===== config.mk =====
export PLATFORM = sky130hd
export DESIGN_NAME = wb_commit_queue
export DESIGN_NICKNAME = d
export VERILOG_FILES = /design/src/rtl/cpu_pkg.sv /design/src/rtl/wb_commit_queue_excp_encode.sv /design/src/rtl/wb_commit_queue.sv
export SDC_FILE = /design/constraint.sdc
export NUM_CORES = 1
export LEC_CHECK = 0
export ABC_CLOCK_PERIOD_IN_PS = 13800
export CELL_PAD_IN_SITES_DETAIL_PLACEMENT = 1
export CELL_PAD_IN_SITES_GLOBAL_PLACEMENT = 1
export CORE_ASPECT_RATIO = 0.8
export CORE_MARGIN = 2
export CORE_UTILIZATION = 41
export CTS_CLUSTER_SIZE = 12
export DETAILED_ROUTE_END_ITERATION = 8
export PLACE_DENSITY = 0.9
export REMOVE_ABC_BUFFERS = 1
export SLEW_MARGIN = 20
export SYNTH_ARGS = -nofsm -noshare
export SYNTH_HDL_FRONTEND = slang
export SYNTH_SLANG_ARGS = --single-unit

===== constraint.sdc =====
create_clock -name clk -period 13.8 [get_ports clk]
set_clock_uncertainty 0.1 [all_clocks]
set_input_delay 2.76 -clock clk [delete_from_list [all_inputs] [get_ports clk]]
set_output_delay 2.76 -clock clk [all_outputs]
set_load 0.01 [all_outputs]

===== src/rtl/cpu_pkg.sv =====
// Shared CPU definitions: exception codes, CSR numbers and the writeback entry layout.
// The struct field widths are fixed here; the commit-queue width parameters default to the same values.
package cpu_pkg;

  localparam int unsigned WB_DATA_W    = 32;
  localparam int unsigned WB_DEST_W    = 5;
  localparam int unsigned WB_CSR_NUM_W = 14;
  localparam int unsigned WB_NEXCP     = 6;

  localparam logic [5:0] ECODE_INT       = 6'h00;
  localparam logic [5:0] ECODE_ADEF_ADEM = 6'h08;
  localparam logic [5:0] ECODE_ALE       = 6'h09;
  localparam logic [5:0] ECODE_SYS       = 6'h0b;
  localparam logic [5:0] ECODE_BRK       = 6'h0c;
  localparam logic [5:0] ECODE_INE       = 6'h0d;
  localparam logic [8:0] ESUBCODE_ADEF   = 9'h000;

  localparam logic [WB_CSR_NUM_W-1:0] CSR_BADV = 14'h0007;

  // Exception vector bit positions; lower index has higher priority.
  localparam int unsigned EXC_INT  = 0;
  localparam int unsigned EXC_ADEF = 1;
  localparam int unsigned EXC_BRK  = 2;
  localparam int unsigned EXC_SYS  = 3;
  localparam int unsigned EXC_INE  = 4;
  localparam int unsigned EXC_ALE  = 5;

  typedef struct packed {
    logic [31:0]             pc;
    logic                    gr_we;
    logic [WB_DEST_W-1:0]    dest;
    logic [WB_DATA_W-1:0]    result;
    logic                    ertn;
    logic                    csr_we;
    logic [WB_CSR_NUM_W-1:0] csr_num;
    logic [WB_DATA_W-1:0]    csr_wvalue;
    logic [WB_NEXCP-1:0]     excp_vec;
  } wb_entry_t;

endpackage


===== src/rtl/wb_commit_queue_excp_encode.sv =====
// Fixed-priority exception encoder for the committing entry; also selects BADV write data.
module wb_excp_encode
  import cpu_pkg::*;
#(
  parameter int unsigned DATA_W = WB_DATA_W,
  parameter int unsigned NEXCP  = WB_NEXCP
) (
  input  logic [NEXCP-1:0]  vec,
  input  logic [31:0]       pc,
  input  logic [DATA_W-1:0] result,
  output logic [5:0]        ecode,
  output logic [8:0]        esubcode,
  output logic              badv_we,
  output logic [DATA_W-1:0] badv_data
);

  always_comb begin
    ecode     = '0;
    esubcode  = '0;
    badv_we   = 1'b0;
    badv_data = '0;
    if (vec[EXC_INT]) begin
      ecode = ECODE_INT;
    end else if (vec[EXC_ADEF]) begin
      ecode     = ECODE_ADEF_ADEM;
      esubcode  = ESUBCODE_ADEF;
      badv_we   = 1'b1;
      badv_data = DATA_W'(pc);
    end else if (vec[EXC_BRK]) begin
      ecode = ECODE_BRK;
    end else if (vec[EXC_SYS]) begin
      ecode = ECODE_SYS;
    end else if (vec[EXC_INE]) begin
      ecode = ECODE_INE;
    end else if (vec[EXC_ALE]) begin
      ecode     = ECODE_ALE;
      badv_we   = 1'b1;
      badv_data = result;
    end
  end

endmodule


===== src/rtl/wb_commit_queue.sv =====
// In-order writeback commit queue: commits one head entry per cycle, raises exception/ertn
// flushes that drop all younger entries, and offers youngest-match forwarding to ID.
module wb_commit_queue
  import cpu_pkg::*;
#(
  parameter int unsigned DATA_W    = WB_DATA_W,
  parameter int unsigned DEST_W    = WB_DEST_W,
  parameter int unsigned CSR_NUM_W = WB_CSR_NUM_W,
  parameter int unsigned NEXCP     = WB_NEXCP,
  parameter int unsigned DEPTH     = 2,
  parameter int unsigned CNT_W     = $clog2(DEPTH) + 1
) (
  input  logic                 clk,
  input  logic                 resetn,
  input  logic                 me_valid,
  output logic                 me_ready,
  input  logic [31:0]          me_pc,
  input  logic                 me_gr_we,
  input  logic [DEST_W-1:0]    me_dest,
  input  logic [DATA_W-1:0]    me_result,
  input  logic                 me_ertn,
  input  logic                 me_csr_we,
  input  logic [CSR_NUM_W-1:0] me_csr_num,
  input  logic [DATA_W-1:0]    me_csr_wvalue,
  input  logic [NEXCP-1:0]     me_excp_vec,
  input  logic                 commit_stall,
  input  logic [DEST_W-1:0]    fwd_raddr1,
  input  logic [DEST_W-1:0]    fwd_raddr2,
  output logic                 fwd_hit1,
  output logic                 fwd_hit2,
  output logic [DATA_W-1:0]    fwd_data1,
  output logic [DATA_W-1:0]    fwd_data2,
  output logic                 sys_op_pending,
  output logic                 rf_we,
  output logic [DEST_W-1:0]    rf_waddr,
  output logic [DATA_W-1:0]    rf_wdata,
  output logic [31:0]          debug_wb_pc,
  output logic [3:0]           debug_wb_rf_we,
  output logic [DEST_W-1:0]    debug_wb_rf_wnum,
  output logic [DATA_W-1:0]    debug_wb_rf_wdata,
  output logic                 csr_we,
  output logic [CSR_NUM_W-1:0] csr_num,
  output logic [DATA_W-1:0]    csr_wvalue,
  output logic                 excp_flush,
  output logic                 ertn_flush,
  output logic [5:0]           wb_ecode,
  output logic [8:0]           wb_esubcode,
  output logic [CNT_W-1:0]     occupancy
);

  localparam int unsigned PTR_W = $clog2(DEPTH);

  wb_entry_t           q [DEPTH];
  wb_entry_t           in_entry;
  wb_entry_t           head;
  logic [DEPTH-1:0]    vld;
  logic [PTR_W-1:0]    rd_ptr, wr_ptr;
  logic [CNT_W-1:0]    count;
  logic                head_valid, excp_en, commit_fire, flush_now, enq;
  logic [5:0]          ecode;
  logic [8:0]          esubcode;
  logic                badv_we;
  logic [DATA_W-1:0]   badv_data;

  always_comb begin
    in_entry            = '0;
    in_entry.pc         = me_pc;
    in_entry.gr_we      = me_gr_we;
    in_entry.dest       = me_dest;
    in_entry.result     = me_result;
    in_entry.ertn       = me_ertn;
    in_entry.csr_we     = me_csr_we;
    in_entry.csr_num    = me_csr_num;
    in_entry.csr_wvalue = me_csr_wvalue;
    in_entry.excp_vec   = me_excp_vec;
  end

  assign head        = q[rd_ptr];
  assign head_valid  = vld[rd_ptr];
  assign excp_en     = |head.excp_vec;
  assign commit_fire = head_valid && !commit_stall;
  assign flush_now   = commit_fire && (excp_en || head.ertn);
  assign me_ready    = (count < CNT_W'(DEPTH) || commit_fire) && !flush_now;
  assign enq         = me_valid && me_ready;

  // Payload is not reset; the valid bits alone decide what is live.
  always_ff @(posedge clk) begin
    if (enq) q[wr_ptr] <= in_entry;
  end

  always_ff @(posedge clk or negedge resetn) begin
    if (!resetn) begin
      rd_ptr <= '0;
      wr_ptr <= '0;
      count  <= '0;
      vld    <= '0;
    end else if (flush_now) begin
      rd_ptr <= '0;
      wr_ptr <= '0;
      count  <= '0;
      vld    <= '0;
    end else begin
      // Enqueue is applied last so a full-queue commit+enqueue on the same slot stays valid.
      if (commit_fire) begin
        vld[rd_ptr] <= 1'b0;
        rd_ptr      <= rd_ptr + PTR_W'(1);
      end
      if (enq) begin
        vld[wr_ptr] <= 1'b1;
        wr_ptr      <= wr_ptr + PTR_W'(1);
      end
      count <= count + CNT_W'(enq) - CNT_W'(commit_fire);
    end
  end

  wb_excp_encode #(
    .DATA_W (DATA_W),
    .NEXCP  (NEXCP)
  ) u_excp_encode (
    .vec       (head.excp_vec),
    .pc        (head.pc),
    .result    (head.result),
    .ecode     (ecode),
    .esubcode  (esubcode),
    .badv_we   (badv_we),
    .badv_data (badv_data)
  );

  // Walk oldest to youngest so the youngest matching entry wins.
  always_comb begin
    logic [PTR_W-1:0] idx;
    idx            = '0;
    fwd_hit1       = 1'b0;
    fwd_hit2       = 1'b0;
    fwd_data1      = '0;
    fwd_data2      = '0;
    sys_op_pending = 1'b0;
    for (int unsigned i = 0; i < DEPTH; i++) begin
      idx = rd_ptr + PTR_W'(i);
      if (vld[idx] && (|q[idx].excp_vec || q[idx].ertn)) sys_op_pending = 1'b1;
      if (vld[idx] && q[idx].gr_we && !(|q[idx].excp_vec)) begin
        if (fwd_raddr1 != '0 && q[idx].dest == fwd_raddr1) begin
          fwd_hit1  = 1'b1;
          fwd_data1 = q[idx].result;
        end
        if (fwd_raddr2 != '0 && q[idx].dest == fwd_raddr2) begin
          fwd_hit2  = 1'b1;
          fwd_data2 = q[idx].result;
        end
      end
    end
  end

  assign rf_we             = commit_fire && head.gr_we && !excp_en;
  assign rf_waddr          = commit_fire ? head.dest : '0;
  assign rf_wdata          = commit_fire ? head.result : '0;
  assign debug_wb_pc       = commit_fire ? head.pc : '0;
  assign debug_wb_rf_we    = {4{rf_we}};
  assign debug_wb_rf_wnum  = rf_waddr;
  assign debug_wb_rf_wdata = rf_wdata;

  assign csr_we     = commit_fire && ((head.csr_we && !excp_en) || badv_we);
  assign csr_num    = !commit_fire ? '0 : (badv_we ? CSR_BADV : head.csr_num);
  assign csr_wvalue = !commit_fire ? '0 : (badv_we ? badv_data : head.csr_wvalue);

  assign excp_flush  = flush_now && excp_en;
  assign ertn_flush  = flush_now && head.ertn && !excp_en;
  assign wb_ecode    = (commit_fire && excp_en) ? ecode : '0;
  assign wb_esubcode = (commit_fire && excp_en) ? esubcode : '0;
  assign occupancy   = count;

endmodule


==> results.json <==
{
  "ctsResizeCount": 0,
  "worstMarginPinSlew_ps": 1240,
  "area_growth_syn_to_layout_pct": 33.28,
  "ios": 383,
  "layout-drive-gt1-share_pct": 5.304,
  "fin_total_pwr_mw": 2.762,
  "min_path_type": "register to register",
  "critical_path_class": "input pin to output pin",
  "fillers": 3272,
  "max-slew-margin-rel_pct": 17.30,
  "ys_seq_elements": 254,
  "dp_hpwl_um": 28170,
  "timing.final.crit_share_pct": 65.49,
  "grtUsageTotal_pct": 25.18,
  "status": "finished clean",
  "die_w_um": 207.2,
  "synth_area_mm2": 0.01354,
  "cts_setup_buffers": 0,
  "power_leakage_nw": 6.044,
  "design_area_mm2": 0.01804,
  "ys_types": 48,
  "ys_seq_area_share_pct": 56.11,
  "fin_cells": 1842,
  "ys_warn_count": 0,
  "hold_viol_final": 0,
  "clockRootBuffer": "clkbuf_16",
  "drt_pass1_iterations": 5,
  "ff2ff_path_depth": 8,
  "syn_inst": 1111,
  "reg2reg_slack_ps": 8290,
  "cts.clk_slew.worst_paths_ps": 60,
  "grt-ovfl-total": 0,
  "cts_htree_levels": 1,
  "cp.required_ps": 10940,
  "cp-start-kind": "input pin",
  "cts_buffer_depth": 3,
  "antenna_found_initial": 1,
  "final_nets": 1531,
  "endpoint_kind": "output pin",
  "drv_slew": 0,
  "drc_errors": 0,
  "max_stage_delay_ps": 600,
  "via_per_inst": 5.942,
  "grt_pass1_vias": 11485,
  "cts_tree": "done",
  "place_area_mm2": 0.01707,
  "postSynthAreaPerCell_um2": 12.19,
  "maxCapViolations": 0,
  "finalCriticalPeriod_ps": 9038,
  "grt_max_degree": 170,
  "finalSetupViolations": 0,
  "synth_edf_count": 248,
  "rows": 59,
  "crit_path_start": "fwd_raddr1[0]",
  "cp.arrival_ps": 6180,
  "dp_cells": 1787,
  "r2r-end": "q[0][58]",
  "powerDensity_mw_per_mm2": 153.1,
  "core_area_mm2": 0.03256,
  "r2r-start": "rd_ptr",
  "rsz0062_at_grt": "no",
  "place.gp.congestion": 0.8058,
  "routed_wl_um": 45200,
  "die_area_mm2": 0.03450,
  "worstPathMaxFanout": 64,
  "ir_drop_mv": 0.09242,
  "crit_chain": "clkdlybuf4s50_1 -> or4_1 -> nor2_1 -> nor4_2 -> a211oi_4 -> buf_4 -> a221oi_1 -> nor2_1 -> clkdlybuf4s50_1",
  "wl_per_cell_um": 24.54,
  "endpoint": "fwd_data1[17]",
  "grt_pass1_wl_um": 68620,
  "clk_latency_ps": 560,
  "numCtsBuffers": 29,
  "die_y_um": 166.5,
  "holdWs_ps": 494.9,
  "clock.fmax_ghz": 0.1106,
  "initial_core_util_pct": 41.59,
  "vias": 10945,
  "drtIter0Drc": 624,
  "slowest_stage": "buf_4",
  "io_buffers": 371,
  "synthFlopType": "edfxtp_1",
  "clock_sinks": 254,
  "synthArstFlopShare_pct": 2.362,
  "cts_hold_buf": 0,
  "final_antenna_net_count": 0
}
## layout by cell type, fill, tap and decap left out, drive strengths merged, types with 3 or more instances in the layout
cell and instances:
nor3 6, and2 3, mux2i 187, a21oi 45, nor4 6, buf 12
nand2 72, clkinv 13, xnor2 11, nor2 155, a211oi 36, nand3b 3
and3 3, bufinv 5, a221oi 129, xor2 11, or4 3, o21ai 8
clkdlybuf4s50 371, conb 11, nand3 5, clkbuf 35, edfxtp 248, inv 7
dfrtp 6, nand4 3
## worst max-delay path, delay by kind of cell
family          cells  cell delay, ps
compound gates      2             440
buf+inv             3            1670
simple gates        4            1170
## per-layer routing
| layer | wire, um | part of all wire (%) | up-vias | GRT usage (%) |
|---|---|---|---|---|
| met1 | 18160 | 40 | 5532 | 31.67 |
| met5 | 0 | 0 | - | 0 |
| met2 | 22390 | 50 | 525 | 44.04 |
| met3 | 3212 | 7.1 | 89 | 4.677 |
| li1 | - | - | 4799 | - |
| met4 | 1445 | 3.2 | 0 | 7.795 |
## cell families (layout without fill, tap and decap cells)
kind of cell | count (synthesis) | after routing | synth area share, %
AND/OR/NAND/NOR | 266 | 266 | 8.308
flip-flops | 254 | 254 | 56.11
AO/OA/AOI/OAI | 226 | 226 | 13.08
multiplexers | 189 | 189 | 14.13
buffers and inverters | 151 | 444 | 6.737
XOR/XNOR | 22 | 22 | 1.423
adder cells (fa/ha/maj) | 2 | 2 | 0.1848
other | 1 | 12 | 0.02770
## synthesized netlist by cell type, types with 8 or more instances
master,count,area (um2)
nand2_1,72,270.3
mux2i_1,182,1822
o21ai_0,8,40.04
edfxtp_1,248,7447
buf_1,14,52.55
buf_6,14,157.7
buf_2,26,130.1
a21oi_1,45,225.2
a211oi_1,32,240.2
nor2_1,155,581.8
clkbuf_1,36,135.1
xor2_1,11,96.34
buf_4,52,390.4
a221oi_1,129,1130
xnor2_1,11,96.34
## report_power, final
group / leakage [nW] / internal, mW / switching, mW / total, mW
clock: 0.471 / 0.479 / 0.319 / 0.798
sequential: 2.36 / 1.04 / 0.115 / 1.16
combinational: 3.21 / 0.350 / 0.455 / 0.805
## cell type report
| cell class | instances | area, um2 | share of cell area (%) |
|---|---|---|---|
| timing repair buffer | 383 | 3816 | 21.15 |
| tap | 427 | 534.3 | 2.961 |
| inverter | 7 | 37.54 | 0.2080 |
| clock inverter | 19 | 226.5 | 1.255 |
| antenna | 1 | 2.502 | 0.01387 |
| sequential | 254 | 7601 | 42.12 |
| clock buffer | 35 | 748.2 | 4.146 |
| multi-input combinational | 716 | 5079 | 28.14 |
## state kept, by name, indices dropped and copies added (netlist names)
signal and flops:
q 248, occupancy 2, vld 2, rd_ptr 1, wr_ptr 1
## how the worst min path moves through the flow
| stage | from | to | slack (ps) | cells past startpoint |
|---|---|---|---|---|
| final | occupancy[1] | occupancy[1] | 490 | 2 |
| after CTS | occupancy[1] | occupancy[1] | 490 | 2 |
| after floorplan | q[0][53] | rd_ptr | 440 | 2 |
| after detailed placement | occupancy[1] | occupancy[1] | 480 | 2 |
| after global routing | occupancy[1] | occupancy[1] | 520 | 2 |
| after global placement | occupancy[1] | occupancy[1] | 460 | 2 |
## stage by stage
step           worst slack [ps]  setup TNS (ps)  util (%)
5_1_grt                    4652               0     55.42
3_5_place_dp               4891               0     52.43
6_report                   4762               0     55.43
4_1_cts                    4799               0     55.42
2_1_floorplan            -72.15           -4618         -
3_3_place_gp               5020               0     52.43
Power figures use the tool's default switching activity.
